<file path="config.mk">
export PLATFORM = sky130hd
export DESIGN_NAME = risc_eunit_pipe
export DESIGN_NICKNAME = d
export VERILOG_FILES = /design/src/rtl/risc_eunit_pipe.sv
export SDC_FILE = /design/constraint.sdc
export NUM_CORES = 1
export LEC_CHECK = 0
export BUFFER_PORTS_ARGS = -buffer_cell sky130_fd_sc_hd__buf_2
export CAP_MARGIN = 20
export CORE_MARGIN = 2
export CORE_UTILIZATION = 51
export CTS_BUF_LIST = sky130_fd_sc_hd__clkbuf_4 sky130_fd_sc_hd__clkbuf_8
export DETAILED_ROUTE_END_ITERATION = 7
export PLACE_DENSITY_LB_ADDON = 0.1
export SLEW_MARGIN = 20
export SYNTH_ARGS = -nofsm -noshare
export SYNTH_HDL_FRONTEND = slang
export SYNTH_SLANG_ARGS = --single-unit
export TNS_END_PERCENT = 20
</file>
<file path="constraint.sdc">
create_clock -name clk -period 3.5 [get_ports clk]
set_input_delay 0.875 -clock clk [delete_from_list [all_inputs] [get_ports clk]]
set_output_delay 0.875 -clock clk [all_outputs]
set_load 0.01 [all_outputs]
</file>
<file path="src/rtl/risc_eunit_pipe.sv">
// Execution unit with valid/ready handshake, {C,Z,N} flag register and carry-chained ADC/SBC.
// Define RISC_EUNIT_MUL_EN to build the multi-cycle shift-add MUL (opcode 0x12).
module risc_eunit_pipe #(
    parameter int unsigned DW = 8,
    parameter int unsigned AW = 4,
    parameter int unsigned RW = 3
) (
    input  logic          clk,
    input  logic          rst,
    input  logic          in_vld,
    output logic          in_rdy,
    input  logic [4:0]    opcode,
    input  logic [DW-1:0] oprnd_a,
    input  logic [DW-1:0] oprnd_b,
    input  logic [RW-1:0] dstin,
    input  logic [AW-1:0] dmaddrin,
    output logic          out_vld,
    input  logic          out_rdy,
    output logic [DW-1:0] rslt,
    output logic [DW-1:0] dmdatain,
    output logic [RW-1:0] dst_o,
    output logic [AW-1:0] dmaddr_o,
    output logic          dmenbl,
    output logic          rdwr,
    output logic          load_op,
    output logic          reg_wr_vld,
    output logic [2:0]    flags,
    output logic          busy
);

    localparam logic [4:0] OP_NOP = 5'h00, OP_ADD = 5'h01, OP_SUB = 5'h02, OP_AND = 5'h03;
    localparam logic [4:0] OP_OR  = 5'h04, OP_XOR = 5'h05, OP_INC = 5'h06, OP_DEC = 5'h07;
    localparam logic [4:0] OP_NOT = 5'h08, OP_NEG = 5'h09, OP_SHR = 5'h0A, OP_SHL = 5'h0B;
    localparam logic [4:0] OP_ROR = 5'h0C, OP_ROL = 5'h0D, OP_LD  = 5'h0E, OP_ST  = 5'h0F;
    localparam logic [4:0] OP_ADC = 5'h10, OP_SBC = 5'h11;

    logic          accept_c;
    logic          is_mul_c;
    logic          op_legal;
    logic [4:0]    op_q;
    logic [DW-1:0] add_x, add_y;
    logic          add_ci;
    logic [DW:0]   sum_c;
    logic [DW-1:0] res_c;
    logic [2:0]    flags_c;
    logic          upd_zn;

`ifdef RISC_EUNIT_MUL_EN
    localparam logic [4:0]  OP_MUL = 5'h12;
    localparam int unsigned CW     = $clog2(DW + 1);
    typedef enum logic [1:0] {MUL_IDLE, MUL_RUN, MUL_DONE} mul_state_t;
    mul_state_t    mul_state;
    logic [DW-1:0] acc, mcand, mplier;
    logic [CW-1:0] cnt;

    assign is_mul_c = (opcode == OP_MUL);
    assign busy     = (mul_state != MUL_IDLE);
    assign op_legal = (op_q <= OP_MUL);
`else
    assign is_mul_c = 1'b0;
    assign busy     = 1'b0;
    assign op_legal = (op_q <= OP_SBC);
`endif

    assign in_rdy     = ~busy & (~out_vld | out_rdy);
    assign accept_c   = in_vld & in_rdy;
    assign dmdatain   = rslt;
    assign dmenbl     = out_vld & ((op_q == OP_LD) | (op_q == OP_ST));
    assign load_op    = out_vld & (op_q == OP_LD);
    assign rdwr       = ~(out_vld & (op_q == OP_ST));
    assign reg_wr_vld = out_vld & op_legal & (op_q != OP_NOP) & (op_q != OP_ST);

    // Shared DW+1-bit adder; carry-in comes from the live C flag for ADC/SBC.
    always_comb begin
        add_x  = oprnd_a;
        add_y  = '0;
        add_ci = 1'b0;
        case (opcode)
            OP_ADD: add_y = oprnd_b;
            OP_SUB: begin add_y = ~oprnd_b; add_ci = 1'b1; end
            OP_INC: add_ci = 1'b1;
            OP_DEC: begin add_y = ~(DW'(1)); add_ci = 1'b1; end
            OP_NEG: begin add_x = ~oprnd_a; add_ci = 1'b1; end
            OP_ADC: begin add_y = oprnd_b; add_ci = flags[2]; end
            OP_SBC: begin add_y = ~oprnd_b; add_ci = flags[2]; end
            default: ;
        endcase
        sum_c = {1'b0, add_x} + {1'b0, add_y} + (DW+1)'(add_ci);
    end

    always_comb begin
        res_c   = '0;
        flags_c = flags;
        upd_zn  = 1'b0;
        case (opcode)
            OP_ADD, OP_SUB, OP_INC, OP_DEC, OP_NEG, OP_ADC, OP_SBC: begin
                res_c      = sum_c[DW-1:0];
                flags_c[2] = sum_c[DW];
                upd_zn     = 1'b1;
            end
            OP_AND: begin res_c = oprnd_a & oprnd_b; upd_zn = 1'b1; end
            OP_OR:  begin res_c = oprnd_a | oprnd_b; upd_zn = 1'b1; end
            OP_XOR: begin res_c = oprnd_a ^ oprnd_b; upd_zn = 1'b1; end
            OP_NOT: begin res_c = ~oprnd_a; upd_zn = 1'b1; end
            OP_SHR: begin res_c = {1'b0, oprnd_a[DW-1:1]}; upd_zn = 1'b1; end
            OP_SHL: begin res_c = {oprnd_a[DW-2:0], 1'b0}; upd_zn = 1'b1; end
            OP_ROR: begin res_c = {oprnd_a[0], oprnd_a[DW-1:1]}; upd_zn = 1'b1; end
            OP_ROL: begin res_c = {oprnd_a[DW-2:0], oprnd_a[DW-1]}; upd_zn = 1'b1; end
            OP_LD, OP_ST: res_c = oprnd_a;
            default: ;
        endcase
        if (upd_zn) begin
            flags_c[1] = (res_c == '0);
            flags_c[0] = res_c[DW-1];
        end
    end

    // Result stage, flag register and MUL sequencer.
    always_ff @(posedge clk) begin
        if (rst) begin
            out_vld   <= 1'b0;
            rslt      <= '0;
            dst_o     <= '0;
            dmaddr_o  <= '0;
            op_q      <= OP_NOP;
            flags     <= '0;
`ifdef RISC_EUNIT_MUL_EN
            mul_state <= MUL_IDLE;
            acc       <= '0;
            mcand     <= '0;
            mplier    <= '0;
            cnt       <= '0;
`endif
        end else begin
            if (accept_c) begin
                // A MUL parks its control fields here; the stage stays invalid until DONE.
                out_vld  <= ~is_mul_c;
                dst_o    <= dstin;
                dmaddr_o <= dmaddrin;
                op_q     <= opcode;
                if (!is_mul_c) begin
                    rslt  <= res_c;
                    flags <= flags_c;
                end
            end
`ifdef RISC_EUNIT_MUL_EN
            else if (mul_state == MUL_DONE) begin
                out_vld <= 1'b1;
                rslt    <= acc;
                flags   <= {flags[2], (acc == '0), acc[DW-1]};
            end
`endif
            else if (out_rdy) begin
                out_vld <= 1'b0;
            end
`ifdef RISC_EUNIT_MUL_EN
            case (mul_state)
                MUL_IDLE: begin
                    if (accept_c && is_mul_c) begin
                        acc       <= '0;
                        mcand     <= oprnd_a;
                        mplier    <= oprnd_b;
                        cnt       <= CW'(DW);
                        mul_state <= MUL_RUN;
                    end
                end
                MUL_RUN: begin
                    if (mplier[0]) acc <= acc + mcand;
                    mcand  <= {mcand[DW-2:0], 1'b0};
                    mplier <= {1'b0, mplier[DW-1:1]};
                    cnt    <= cnt - CW'(1);
                    if (cnt == CW'(1)) mul_state <= MUL_DONE;
                end
                MUL_DONE: mul_state <= MUL_IDLE;
                default:  mul_state <= MUL_IDLE;
            endcase
`endif
        end
    end

endmodule

</file>
==> results.toml, run 1 <==
[drt]
wl_per_cell_um = 15.4
via_count = 2885
ant_nets = 0
firstDrtPassIters = 5
finalWirelength_um = 7970
avgViaCountPerCell = 5.57
drc_errors = 0
first_iter_violations = 264

[pwr]
powerDensity_mw_per_mm2 = 272
vdd_drop_max_uv = 304
p_leak_nw = 1.55
finalPower_mw = 0.896

[placement]
dp_slack_ns = -0.172
placed_cells = 514
place_area_sq_mm = 0.00321
io_buffers = 63
globalplace.congestion = 0.974
hpwl_um = 6300

[yosys]
yosysWarningCount = 0
ys_seq_area_frac = 0.178
synth_area_sq_mm = 0.00270
yosys-top-cells-count = "56 x nand2_1, 40 x a21oi_1, 39 x nor2_1, 24 x dfxtp_1, 23 x ha_1"
synthCells = 379
yosysUniqueCellTypes = 60
ys.flop_type = "dfxtp_1"
synth_compound_area_frac = 0.258
synth.area.mux_share = 0.0190
synth_top_family_by_area = "compound AO/OA/AOI/OAI gates"
yosys.area_share.simple = 0.247
yosys.area_share.adder = 0.121
synth_nets = 436
synth-xor-area-share = 0.0718
syn_avg_cell_area_sq_um = 7.13
yosys.area.top_type = "dfxtp_1"
synth_edf_count = 0
synth_top_area_frac = 0.178
ys_ff_latch = 24
yosysMostFrequentCell = "nand2_1"
async_reset_ff_frac = 0
synthTopCellsByArea = "dfxtp_1 18%, ha_1 11%, nand2_1 7.8%, a21oi_1 7.4%, nor2_1 5.4%"

[floorplanning]
die_h_um = 76.8
die_w_um = 76.8
rows = 26
initial_core_util = 0.529
die_area_sq_mm = 0.00590
ios = 65
core_area_sq_mm = 0.00511

[grt]
antenna_found_initial = 0
grt_pass1_wl_um = 13000
first_global_vias = 2716
grtUsageTotal = 0.269
grt_start_max_net_pins = 26
overflow = 0

[timing]
post-route-period-util = 0.967
setup_viol = 0
slew_viol_final = 0
fin_crit_ns = 3.38
setup_ws_ns = 0.116
fin_skew_ns = 0.00184
relSlewSlack = 0.610
rsz0062_at_grt = "yes"
hold_violations = 0
hold_slack_ns = 0.453
timing.fmax_mhz = 296
worst_pin_slew_ns = 0.583

[setup_path]
worstPathMaxFanout = 12
required_ns = 3.69
cp.arrival_ns = 3.57
end_kind = "flop"
path_class = "in -> reg"
cp-start-kind = "input pin"

[run_status]
status = "finished clean"

[clock_tree]
numCtsBuffers = 3
cts_max_path_buffers = 2
htree_num_levels = 1
path_clk_slew_ns = 0.08
cts_tree = "built"
ctsRootBufferMaster = "clkbuf_8"
cts_num_sinks = 24
cts_hold_buf = 0
clock_latency_ns = 0.26

[finish]
stdcell_count = 518
multiInputGateArea_sq_mm = 0.00199
final-seq-area_sq_um = 480
area_growth_pct = 22.0
drive_above_1_share = 0.279
n_antenna_cell = 0
nFillCells = 478
post-route-cell-area_sq_mm = 0.00330
layout.nets = 506

[min_path]
hp-class = "reg -> reg"

[run]
maxCapViolCount = 0
[cell usage in the layout, fill, tap and decap left out, drive strengths merged, types with 6 or more instances in the layout]
cell type,n
a211oi,6
a21oi,40
buf,96
dfxtp,24
ha,23
inv,22
nand2,56
nor2,39
nor2b,8
nor3,14
o211ai,6
o21ai,18
o22ai,9
xnor2,9
xor2,11
[routing by layer]
metal | track usage | wire (um) | up-vias | part of all wire
li1 | - | - | 1455 | -
met1 | 0.368 | 3770 | 1331 | 0.47
met2 | 0.438 | 3630 | 89 | 0.46
met3 | 0.0624 | 467 | 10 | 0.059
met4 | 0.0455 | 95 | 0 | 0.012
met5 | 0 | 0 | - | 0
[critical path, cell delays in order]
cell and delay (ns):
clkbuf_4 0.19, nor2_1 0.16, nand2_1 0.12, o22ai_1 0.22, nand2_1 0.12, fa_2 0.42
fa_2 0.37, nor2b_1 0.16, o31ai_1 0.10, a21oi_1 0.22, xor2_1 0.12, a211oi_2 0.24
nand2_1 0.10, o31ai_2 0.16
[state kept, by name, summed over array words and instances (netlist names)]
name / count
flags: 3
dmaddr_o: 4
dmdatain: 8
out_vld: 1
dst_o: 3
op_q: 5
[logic make-up after synthesis]
kind of cell    count (synthesis)
simple gates                  142
buf+inv                        54
fa+ha+maj                      25
flops                          24
mux                             5
xor+xnor                       20
compound gates                108
other cells                     1
[metrics by stage]
stage | TNS [ns] | utilization
after floorplan | 0 | -
after global placement | -0.153 | 0.628
after detailed placement | -0.344 | 0.628
after CTS | 0 | 0.642
after global routing | -0.0802 | 0.645
final | 0 | 0.645
[worst paths after layout]
kind	from	to	slack (ns)	depth (start not counted)
hold / removal	dmaddr_o[0]$_SDFFE_PP0P_	dmaddr_o[0]$_SDFFE_PP0P_	0.45	2
setup reg to reg	flags[2]$_SDFFE_PP0P_	flags[1]$_SDFFE_PP0P_	1.08	10
hold reg to reg	dmaddr_o[0]$_SDFFE_PP0P_	dmaddr_o[0]$_SDFFE_PP0P_	0.45	2
setup / recovery	opcode[0]	flags[1]$_SDFFE_PP0P_	0.12	14
[report_power, final]
part / internal (mW) / total, mW / switching [mW] / leakage [nW]
sequential: 0.291 / 0.303 / 0.0124 / 0.198
clock: 0.153 / 0.240 / 0.0876 / 0.0357
combinational: 0.151 / 0.352 / 0.201 / 1.32
[cell type report]
cell class / instances / area share
repair buffers: 97 / 0.178
clock buffers: 3 / 0.0125
flip-flops and latches: 24 / 0.146
clock inverters: 1 / 0.00911
well taps: 70 / 0.0266
multi-input cells: 301 / 0.603
inverters: 22 / 0.0251
[timing repair]
item,CTS,global route
setup buffers,0,0
endpoints found under the setup margin,0,5
gates resized for setup,0,5
No activity file was read; power rests on OpenSTA's default activity.
==> run 2, diff against run 1 <==
Settings changed: CORE_MARGIN 2 to 1.5.
==> run 2 against run 1 <==
Utilization down 0.59 points. Combinational power about the same. Register-to-register slack got worse by 0.03 ns. Global-route usage increased by 1.3 points. Total power decreased by 8.9%. Sequential cell count is the same. Sequential power is essentially flat. Non-clock buffer count increased by 3. First-iteration DRC count shrank 36%. Routed wire length fell by 1.2%. Clock skew rose by 0.00064 ns. Cell area shrank 0.91%.
==> results.toml, run 2 (synthesis results as in run 1) <==
[pwr]
p_leak_nw = 1.54
clkPwrFrac = 0.198
p_seq_frac = 0.373
pwr-share-comb = 0.429
switching_share = 0.362
power.internal_mw = 0.521
vdd_drop_max_uv = 262
powerDensity_mw_per_mm2 = 250
power_switching_mw = 0.295

[setup_path]
r2r_slack_ns = 1.05
r2r_end = "flags[1]$_SDFFE_PP0P_"
cp-start-kind = "input pin"
path_class = "in -> reg"
endpoint = "flags[1]$_SDFFE_PP0P_"
end_kind = "flop"
worstPathMaxFanout = 12
cp-startpoint = "opcode[4]"
required_ns = 3.69
cp.arrival_ns = 3.52
reg2reg_from = "flags[2]$_SDFFE_PP0P_"
reg2reg_depth = 10

[floorplanning]
die_h_um = 75.8
ios = 65
core_area_sq_mm = 0.00511
die_w_um = 75.8
die_area_sq_mm = 0.00574
rows = 26
initial_core_util = 0.529

[drt]
drc_errors = 0
ant_nets = 0
finalWirelength_um = 7870
wl_per_cell_um = 15.1
firstDrtPassIters = 5
first_iter_violations = 169
via_count = 2913
avgViaCountPerCell = 5.60

[timing]
setup_viol = 0
fin_crit_ns = 3.33
post-route-period-util = 0.952
timing.fmax_mhz = 300
hold_violations = 0
rsz0062_at_grt = "no"
worst_pin_slew_ns = 0.546
fin_skew_ns = 0.00248
setup_ws_ns = 0.168
slew_viol_final = 0
relSlewSlack = 0.635

[clock_tree]
clock_latency_ns = 0.27
cts_tree = "built"
htree_num_levels = 1
cts_num_sinks = 24
post_cts_buffers = 0
ctsRootBufferMaster = "clkbuf_8"
path_clk_slew_ns = 0.08
numCtsBuffers = 3
cts_max_path_buffers = 2

[finish]
largest_reg_flops = 8
mostFrequentLayoutCells = "63 x buf_2, 56 x nand2_1, 40 x a21oi_1"
area_growth_pct = 20.9
layout.nets = 509
post-route-cell-area_sq_mm = 0.00327
n_antenna_cell = 0
drive_above_1_share = 0.280
final_common_cell = "buf_2"

[placement]
globalplace.congestion = 0.938
dp_slack_ns = -0.0775
place_area_sq_mm = 0.00322
io_buffers = 63
hpwl_um = 6350

[run_status]
status = "finished clean"

[grt]
grt_start_max_net_pins = 26
grtUsageTotal = 0.282
antenna_found_initial = 0
first_global_vias = 2489
overflow = 0
grt_pass1_wl_um = 12300

[run]
maxCapViolCount = 0

[min_path]
hp-class = "reg -> reg"
==> run 2: routing by layer <==
| layer | part of all wire | vias up | track usage |
|---|---|---|---|
| li1 | - | 1463 | - |
| met4 | 0.018 | 0 | 0.0476 |
| met2 | 0.44 | 102 | 0.428 |
| met1 | 0.49 | 1338 | 0.419 |
| met3 | 0.056 | 10 | 0.0556 |
| met5 | 0 | - | 0 |
==> run 2: worst min path at each step <==
stage,end,slack (ns),startpoint,depth (start not counted)
floorplan,op_q[3]$_SDFFE_PP0P_,0.46,op_q[3]$_SDFFE_PP0P_,2
global placement,dmaddr_o[1]$_SDFFE_PP0P_,0.44,dmaddr_o[1]$_SDFFE_PP0P_,2
detailed placement,dst_o[0]$_SDFFE_PP0P_,0.45,dst_o[0]$_SDFFE_PP0P_,2
CTS,dst_o[0]$_SDFFE_PP0P_,0.46,dst_o[0]$_SDFFE_PP0P_,2
global route,dst_o[1]$_SDFFE_PP0P_,0.48,dst_o[1]$_SDFFE_PP0P_,2
finish,dst_o[0]$_SDFFE_PP0P_,0.45,dst_o[0]$_SDFFE_PP0P_,2
==> run 2: layout make-up <==
cell class / count / area (sq um)
clock buffers: 3 / 41.3
fillers: 500 / 1840
inverters: 22 / 82.6
multi-input cells: 301 / 1980
flip-flops and latches: 24 / 480
well taps: 70 / 87.6
repair buffers: 100 / 593
==> run 2: metrics by stage <==
| step | setup TNS (ns) | hold WS (ns) | cells | util | total power [mW] |
|---|---|---|---|---|---|
| 2_1_floorplan | 0 | 0.457 | 379 | - | 0.542 |
| 6_report | 0 | 0.454 | 520 | 0.639 | 0.816 |
| 3_5_place_dp | -0.118 | 0.446 | 517 | 0.630 | 0.655 |
| 3_3_place_gp | -0.0485 | 0.439 | 517 | 0.630 | 0.650 |
| 4_1_cts | 0 | 0.457 | 520 | 0.638 | 0.812 |
| 5_1_grt | 0 | 0.476 | 520 | 0.639 | 0.872 |
==> run 2: critical path: stages <==
cell	delay, ns
buf_2	0.16
buf_4	0.20
nor2_1	0.10
a21oi_1	0.05
o22ai_1	0.14
nand2_1	0.11
fa_2	0.42
fa_2	0.38
nor2b_1	0.18
o31ai_2	0.10
a21oi_1	0.22
xor2_1	0.11
a211oi_2	0.24
nand2_1	0.09
o31ai_2	0.16
==> run 2: what timing repair did <==
item                       4_1_cts  5_1_grt
gates resized for setup          0        2
setup endpoints to repair        0        2
hold buffers                     0        0
==> run 2: power groups by stage <==
stage	logic, mW	clock network, mW	registers, mW
global placement	0.339	0	0.310
detailed placement	0.344	0	0.311
global route	0.389	0.175	0.308
floorplan	0.226	0	0.316
CTS	0.346	0.161	0.305
finish	0.350	0.161	0.304
